==> config.mk <==
export PLATFORM = sky130hd
export DESIGN_NAME = ro_puf_evaluator
export DESIGN_NICKNAME = d
export VERILOG_FILES = /design/src/rtl/ro_puf_pkg.sv /design/src/rtl/ro_edge_counter.sv /design/src/rtl/ro_puf_evaluator.sv
export SDC_FILE = /design/constraint.sdc
export NUM_CORES = 1
export LEC_CHECK = 0
export CAP_MARGIN = 15
export CORE_MARGIN = 5
export CORE_UTILIZATION = 30
export CTS_BUF_LIST = sky130_fd_sc_hd__clkbuf_16
export CTS_CLUSTER_DIAMETER = 150
export CTS_CLUSTER_SIZE = 16
export DETAILED_ROUTE_END_ITERATION = 8
export PLACE_DENSITY = 0.58
export SYNTH_ARGS = -nofsm -noshare
export SYNTH_HDL_FRONTEND = slang
export SYNTH_SLANG_ARGS = --single-unit
==> constraint.sdc <==
create_clock -name clk -period 5.2 [get_ports clk]
set_clock_uncertainty 0.2 [all_clocks]
set_input_delay 1.04 -clock clk [delete_from_list [all_inputs] [get_ports clk]]
set_output_delay 1.04 -clock clk [all_outputs]
set_load 0.1 [all_outputs]
==> src/rtl/ro_puf_pkg.sv <==
// ro_puf_pkg: shared state encoding, default sizing and width helper for the RO PUF evaluator.
package ro_puf_pkg;

    typedef enum logic [1:0] {ST_IDLE, ST_SETTLE, ST_COUNT, ST_RESP} state_t;

    localparam int DEF_N_RO   = 16;
    localparam int DEF_SEL_W  = 4;
    localparam int DEF_CNT_W  = 16;
    localparam int DEF_WINDOW = 1024;
    localparam int DEF_SETTLE = 4;

    // One down-counter serves both phases, so it must hold the larger load value.
    function automatic int win_w(input int window, input int settle);
        return $clog2(((window > settle) ? window : settle) + 1);
    endfunction

    localparam int DEF_WIN_W = win_w(DEF_WINDOW, DEF_SETTLE);

endpackage

==> src/rtl/ro_edge_counter.sv <==
// ro_edge_counter: 2-FF synchronizer, rising-edge detect and saturating edge counter for one RO.
module ro_edge_counter
    import ro_puf_pkg::*;
#(
    parameter int CNT_W = DEF_CNT_W
) (
    input  logic             clk,
    input  logic             rst_n,
    input  logic             clr,
    input  logic             cnt_en,
    input  logic             ro,
    output logic [CNT_W-1:0] cnt
);

    // sh[0], sh[1]: synchronizer stages; sh[2]: previous synchronized value.
    logic [2:0] sh;
    logic       rise;

    assign rise = sh[1] & ~sh[2];

    always_ff @(posedge clk or negedge rst_n) begin
        if (!rst_n) begin
            sh  <= '0;
            cnt <= '0;
        end else begin
            sh <= {sh[1:0], ro};
            if (clr)
                cnt <= '0;
            else if (cnt_en && rise && cnt != '1)
                cnt <= cnt + 1'b1;
        end
    end

endmodule

==> src/rtl/ro_puf_evaluator.sv <==
// ro_puf_evaluator: enables a challenged RO pair, counts their edges over a fixed window
// and returns a comparison bit on a valid/ready response stream.
module ro_puf_evaluator
    import ro_puf_pkg::*;
#(
    parameter int N_RO   = DEF_N_RO,
    parameter int SEL_W  = DEF_SEL_W,
    parameter int CNT_W  = DEF_CNT_W,
    parameter int WINDOW = DEF_WINDOW,
    parameter int SETTLE = DEF_SETTLE
) (
    input  logic             clk,
    input  logic             rst_n,
    input  logic             req_valid,
    output logic             req_ready,
    input  logic [SEL_W-1:0] chal_a,
    input  logic [SEL_W-1:0] chal_b,
    output logic [N_RO-1:0]  ro_en,
    input  logic [N_RO-1:0]  ro_in,
    output logic             rsp_valid,
    input  logic             rsp_ready,
    output logic             rsp_bit,
    output logic             rsp_tie,
    output logic             rsp_err,
    output logic [CNT_W-1:0] rsp_cnt_a,
    output logic [CNT_W-1:0] rsp_cnt_b
);

    localparam int TW = win_w(WINDOW, SETTLE);

    state_t           state;
    logic [SEL_W-1:0] idx_a;
    logic [SEL_W-1:0] idx_b;
    logic [TW-1:0]    tcnt;
    logic             err;
    logic             cap;
    logic [CNT_W-1:0] cnt_a;
    logic [CNT_W-1:0] cnt_b;
    logic [N_RO-1:0]  dec;
    logic             clr;
    logic             cnt_en;

    assign dec    = (N_RO'(1) << chal_a) | (N_RO'(1) << chal_b);
    assign clr    = (state == ST_IDLE) || (state == ST_SETTLE);
    assign cnt_en = (state == ST_COUNT);

    ro_edge_counter #(.CNT_W(CNT_W)) u_cnt_a (
        .clk    (clk),
        .rst_n  (rst_n),
        .clr    (clr),
        .cnt_en (cnt_en),
        .ro     (ro_in[idx_a]),
        .cnt    (cnt_a)
    );

    ro_edge_counter #(.CNT_W(CNT_W)) u_cnt_b (
        .clk    (clk),
        .rst_n  (rst_n),
        .clr    (clr),
        .cnt_en (cnt_en),
        .ro     (ro_in[idx_b]),
        .cnt    (cnt_b)
    );

    // RESP spends its first cycle (cap) capturing the counters, which already include
    // the edge seen in the final COUNT cycle.
    always_ff @(posedge clk or negedge rst_n) begin
        if (!rst_n) begin
            state     <= ST_IDLE;
            req_ready <= 1'b0;
            ro_en     <= '0;
            idx_a     <= '0;
            idx_b     <= '0;
            tcnt      <= '0;
            err       <= 1'b0;
            cap       <= 1'b0;
            rsp_valid <= 1'b0;
            rsp_bit   <= 1'b0;
            rsp_tie   <= 1'b0;
            rsp_err   <= 1'b0;
            rsp_cnt_a <= '0;
            rsp_cnt_b <= '0;
        end else begin
            case (state)
                ST_IDLE: begin
                    if (req_valid && req_ready) begin
                        idx_a     <= chal_a;
                        idx_b     <= chal_b;
                        req_ready <= 1'b0;
                        err       <= (chal_a == chal_b);
                        if (chal_a == chal_b) begin
                            state <= ST_RESP;
                            cap   <= 1'b1;
                        end else begin
                            state <= ST_SETTLE;
                            ro_en <= dec;
                            tcnt  <= TW'(SETTLE - 1);
                        end
                    end else begin
                        req_ready <= 1'b1;
                    end
                end
                ST_SETTLE: begin
                    if (tcnt == '0) begin
                        state <= ST_COUNT;
                        tcnt  <= TW'(WINDOW - 1);
                    end else begin
                        tcnt <= tcnt - 1'b1;
                    end
                end
                ST_COUNT: begin
                    if (tcnt == '0) begin
                        state <= ST_RESP;
                        ro_en <= '0;
                        cap   <= 1'b1;
                    end else begin
                        tcnt <= tcnt - 1'b1;
                    end
                end
                ST_RESP: begin
                    if (cap) begin
                        cap       <= 1'b0;
                        rsp_valid <= 1'b1;
                        rsp_err   <= err;
                        rsp_bit   <= !err && (cnt_a > cnt_b);
                        rsp_tie   <= !err && (cnt_a == cnt_b);
                        rsp_cnt_a <= cnt_a;
                        rsp_cnt_b <= cnt_b;
                    end else if (rsp_ready) begin
                        rsp_valid <= 1'b0;
                        state     <= ST_IDLE;
                        req_ready <= 1'b1;
                    end
                end
                default: state <= ST_IDLE;
            endcase
        end
    end

endmodule
==> results of run 1 <==
## final cells by class
cell class | count | area share
clock buffers | 17 | 0.05540
clock inverters | 14 | 0.01092
flip-flops and latches | 114 | 0.3715
inverters | 24 | 0.01173
repair buffers | 84 | 0.1079
multi-input cells | 414 | 0.3986
well taps | 270 | 0.04400
## state kept, by name (all words and copies together), names as in the netlist
name         count
cap              1
err              1
idx_a            4
idx_b            4
req_ready        1
ro_en           16
rsp_bit          1
rsp_cnt_a       16
rsp_cnt_b       16
rsp_err          1
rsp_tie          1
rsp_valid        1
state            2
tcnt            11
u_cnt_a.cnt     16
u_cnt_a.sh       3
u_cnt_b.cnt     16
u_cnt_b.sh       3
## metrics by stage
step                      instance area (sq um)  instances  worst slack [ns]    util  hold WS (ns)
final                                      7679        937             1.930  0.3807        0.1436
after global routing                       7679        937             1.744  0.3807        0.1586
after CTS                                  7679        937             1.901  0.3807        0.1467
after detailed placement                   7169        906             1.600  0.3555        0.1356
after global placement                     7169        906             1.635  0.3555        0.1333
after floorplan                            6142        581             2.466       -        0.1312
## cells in the mapped netlist, drive strengths merged, types with 5 or more instances
cell | number | share of area
mux2 | 42 | 0.083
xor2 | 8 | 0.011
nand4 | 12 | 0.012
nand2 | 43 | 0.028
a22oi | 8 | 0.0098
a21oi | 33 | 0.029
or3 | 8 | 0.0081
nand3 | 27 | 0.022
nor2b | 11 | 0.011
buf | 12 | 0.013
a31oi | 5 | 0.0051
xnor2 | 19 | 0.027
ha | 24 | 0.049
mux2i | 5 | 0.0081
inv | 24 | 0.015
a32oi | 5 | 0.0071
nor3 | 15 | 0.013
clkbuf | 17 | 0.010
o21ai | 29 | 0.024
nor4 | 9 | 0.015
nor2 | 52 | 0.032
dfrtp | 114 | 0.46
mux4 | 10 | 0.037
## worst paths after layout
path,endpoint,depth (start not counted),startpoint,slack (ns)
max in group asynchronous,u_cnt_a.sh[0],2,rst_n,3.49
worst max register to register,u_cnt_b.cnt[10],7,state[0],2.01
worst min-delay path,u_cnt_b.sh[1],0,u_cnt_b.sh[0],0.14
worst min register to register,u_cnt_b.sh[1],0,u_cnt_b.sh[0],0.14
min in group asynchronous,rsp_cnt_a[7],1,rst_n,0.43
worst max-delay path,req_ready,1,req_ready,1.93
## power breakdown
group	internal (uW)	leakage, uW	switching [uW]
Combinational	144	0.00145	200
Sequential	938	0.00150	65.5
Clock	631	0.000268	386
Total	1710	0.00321	652
## routing by layer
layer	vias up	track usage	wire [um]
li1	2258	-	-
met1	2240	0.1623	6532
met2	84	0.2046	7030
met3	10	0.04411	699
met4	0	0.02927	131
met5	-	0	0
## kinds of logic (layout without fill, tap and decap cells)
logic type,count (synthesis),in the layout,synth area share
XOR/XNOR,27,27,0.03850
flip-flops,114,114,0.4645
AND/OR/NAND/NOR,199,199,0.1721
AO/OA/AOI/OAI,107,107,0.1104
multiplexers,57,57,0.1279
buffers and inverters,53,139,0.03769
adder cells (fa/ha/maj),24,24,0.04889
==> flow_metrics.py, run 1 <==
metrics = {
    "status": {
        "status": "completed",
    },
    "setup_path": {
        "cp-end-kind": "primary output",
        "slowest_delay_ns": 1.19,
        "path_delay_family": "buffers and inverters",
        "crit_path_start_kind": "register",
        "cp_max_fo": 6,
        "crit_path_top_delay_cell": "clkdlybuf4s50_1",
        "crit_type": "reg -> out",
        "crit_buf_inv": 1,
        "worstPathRequired_ns": 3.96,
        "arrival_ns": 2.03,
        "path_cells": "clkdlybuf4s50_1",
    },
    "power_and_ir_drop": {
        "peakVddDrop_mv": 0.2221,
        "p_per_area_nw_per_um2": 308.0,
        "p_leak_uw": 0.003214,
        "power_uw": 2365,
    },
    "sta": {
        "final-setup-viol-count": 0,
        "tightestPinTransition_ns": 1.052,
        "rsz0062_at_grt": "no",
        "fin_crit_ns": 3.270,
        "fin_tns_setup_ns": 0,
        "finalMaxSlewViolations": 0,
        "fmax_ghz": 0.3058,
        "hold_violations": 0,
        "slew_headroom": 0.2962,
        "post-route-period-util": 0.6289,
    },
    "route": {
        "drt_wl_total_um": 14390,
        "drtIter0Drc": 243,
        "ant_nets": 0,
        "firstDrtPassIters": 5,
        "drc_errors": 0,
        "routedWlPerCell_um": 15.36,
        "num_vias": 4592,
        "viasPerCell": 4.901,
    },
    "cells_and_area": {
        "fillCellCount": 2053,
        "regArea_sq_um": 2853,
        "layout_commonest_cell": "dfrtp_1",
        "mostFrequentLayoutCells": "dfrtp_1, clkdlybuf4s50_1, nor2_1, nand2_1",
        "drive_above_1_share": 0.1424,
        "multi_input_area_sq_um": 3060,
        "syn_to_final_growth_pct": 25.02,
        "antenna_cells": 0,
        "nNetsFinal": 707,
    },
    "synthesis": {
        "synth-seq-area-share": 0.4645,
        "yosys_register_bits": 114,
        "synth.cell_area_sq_um": 6142,
        "synth_edf_count": 0,
        "synth_flop_cell": "dfrtp_1",
        "yosys_warnings": 0,
        "avgSynthCellArea_sq_um": 10.57,
        "synthCells": 581,
        "syn-num-nets": 633,
        "synth_cell_type_count": 61,
        "ys_async_sr_fraction": 1.000,
    },
    "clock_network": {
        "worstSkewPairLatency_ns": 0.42,
        "cts_resized": 0,
        "h-tree-depth": 4,
        "post-cts-setup-buffer-count": 0,
        "path_clk_slew_ns": 0.05,
        "cts_sinks": 114,
        "clockBufferDepth": 2,
        "cts_inserted_buffers": 17,
        "cts_root_buf": "clkbuf_16",
        "cts_tree": "built",
        "cts_hold_buf": 0,
    },
    "global_routing": {
        "grt_pass1_wl_um": 24250,
        "antenna_found_initial": 0,
        "grtUsageTotal": 0.1260,
        "grt_pass1_vias": 4639,
        "grt-ovfl-total": 0,
        "grt_max_degree": 56,
    },
    "job": {
        "cap_violations": 0,
    },
    "die": {
        "core_area_sq_um": 20170,
        "io_pins": 81,
        "die_y_um": 153.1,
        "rows": 52,
        "fp.dieW_um": 153.1,
        "die_area_sq_um": 23440,
        "start_util": 0.3045,
    },
    "min_path": {
        "hp-class": "reg -> reg",
    },
    "placement": {
        "gp_congestion": 0.8378,
        "dp_hpwl_um": 10320,
        "portBuffers": 80,
    },
}
No activity file was read; power rests on OpenSTA's default activity.
==> run 2, diff against run 1 <==
Clock period 5.2 ns to 3.4 ns, I/O delays scaled along.
==> flow_metrics.py, run 2 (synthesized netlist as in run 1, its figures left out) <==
metrics = {
    "sta": {
        "final-setup-viol-count": 0,
        "fin_tns_setup_ns": 0,
        "slew_headroom": 0.5577,
        "rsz0062_at_grt": "no",
        "fin_crit_ns": 2.668,
        "tightestPinTransition_ns": 0.6619,
        "post-route-period-util": 0.7848,
        "fmax_ghz": 0.3747,
        "finalMaxSlewViolations": 0,
        "fin_ws_ns": 0.7315,
        "hold_violations": 0,
    },
    "status": {
        "status": "completed",
    },
    "clock_network": {
        "cts_inserted_buffers": 17,
        "cts_resized": 0,
        "h-tree-depth": 4,
        "cts_root_buf": "clkbuf_16",
        "cts_tree": "built",
        "worstSkewPairLatency_ns": 0.42,
        "post-cts-setup-buffer-count": 0,
        "path_clk_slew_ns": 0.05,
        "cts_hold_buf": 0,
        "cts_sinks": 114,
        "clockBufferDepth": 2,
    },
    "setup_path": {
        "rr_worst_depth": 7,
        "r2r-start": "tcnt[0]",
        "rr_endpoint": "ro_en[4]",
        "critPathCapture": "ro_en[4]",
        "crit_type": "reg -> reg",
        "cp_max_fo": 16,
        "cp-end-kind": "register",
        "reg2reg_setup_slack_ns": 0.73,
        "arrival_ns": 2.77,
        "worstPathRequired_ns": 3.50,
        "startpoint": "tcnt[0]",
        "crit_path_start_kind": "register",
    },
    "route": {
        "drt_wl_total_um": 14190,
        "ant_nets": 0,
        "drtIter0Drc": 261,
        "viasPerCell": 4.907,
        "routedWlPerCell_um": 14.96,
        "firstDrtPassIters": 5,
        "num_vias": 4657,
        "drc_errors": 0,
    },
    "cells_and_area": {
        "mostFrequentLayoutCells": "dfrtp_1, buf_4, nor2_1, nand2_1",
        "regArea_sq_um": 2853,
        "nNetsFinal": 718,
        "fillCellCount": 2012,
        "fin_cells": 949,
        "antenna_cells": 0,
        "drive_above_1_share": 0.2459,
        "layout_commonest_cell": "dfrtp_1",
        "multi_input_area_sq_um": 3060,
        "syn_to_final_growth_pct": 25.77,
    },
    "die": {
        "start_util": 0.3045,
        "die_area_sq_um": 23440,
        "io_pins": 81,
        "die_y_um": 153.1,
        "rows": 52,
        "core_area_sq_um": 20170,
        "fp.dieW_um": 153.1,
    },
    "placement": {
        "dp_slack_ns": 0.3612,
        "portBuffers": 80,
        "gp_congestion": 0.8116,
        "dp.cells": 917,
        "dp_hpwl_um": 10280,
    },
    "job": {
        "cap_violations": 0,
    },
    "global_routing": {
        "grt_max_degree": 73,
        "grt-ovfl-total": 0,
        "grt_pass1_vias": 4647,
        "grt_pass1_wl_um": 24330,
        "grtUsageTotal": 0.1270,
        "antenna_found_initial": 0,
    },
    "power_and_ir_drop": {
        "p_per_area_nw_per_um2": 497.7,
        "peakVddDrop_mv": 0.3496,
        "p_leak_uw": 0.003381,
        "power_uw": 3845,
    },
    "min_path": {
        "hp-class": "in -> async",
    },
}
-- run 2: changes by cell type in the layout (fill, tap and decap cells not counted), sizes merged --
cell and delta:
buf +64, clkdlybuf4s50 -53, clkinvlp +5, inv -4, bufinv +2, clkinv -2
-- run 2: metrics by stage --
step	hold slack, ns	cell area (sq um)	util
after CTS	0.06428	7725	0.3830
after global routing	0.08675	7725	0.3830
after global placement	0.1323	7132	0.3536
after detailed placement	0.1418	7132	0.3536
final	0.04757	7725	0.3830
after floorplan	0.1312	6142	-
-- run 2: power breakdown --
part | internal (uW) | leakage (uW) | switching, uW
combinational | 224 | 0.00161 | 310
clock | 1140 | 0.000276 | 632
sequential | 1430 | 0.00150 | 105
-- run 2: routing by layer --
metal  vias to the layer above  GRT usage  wire length, um
met1                      2261     0.1713             6595
met3                        21    0.04467              789
met5                         -          0                0
li1                       2278          -                -
met4                         0    0.03649              198
met2                        97     0.1939             6611
-- run 2: critical path: stages (launching register included) --
cell and delay, ns:
dfrtp_1 0.42, inv_1 0.10, ha_1 0.14, nor3b_2 0.33, and3_4 0.27, nand2_4 0.10
a21oi_4 0.58, mux2_2 0.41
-- run 2: area by class of cell --
class / instances / share of cell area
Sequential cell: 114 / 0.3693
Timing Repair Buffer: 95 / 0.1024
Inverter: 24 / 0.01166
Multi-Input combinational cell: 414 / 0.3962
Tap cell: 270 / 0.04373
Clock inverter: 15 / 0.02170
Clock buffer: 17 / 0.05507
-- run 2: worst min-delay path by stage --
stage                              from            end
after CTS                         rst_n   rsp_cnt_a[6]
final                             rst_n   rsp_cnt_a[6]
after global placement    u_cnt_b.sh[0]  u_cnt_b.sh[1]
after global routing              rst_n   rsp_cnt_a[6]
after detailed placement  u_cnt_b.sh[0]  u_cnt_b.sh[1]
after floorplan           u_cnt_a.sh[0]  u_cnt_a.sh[1]
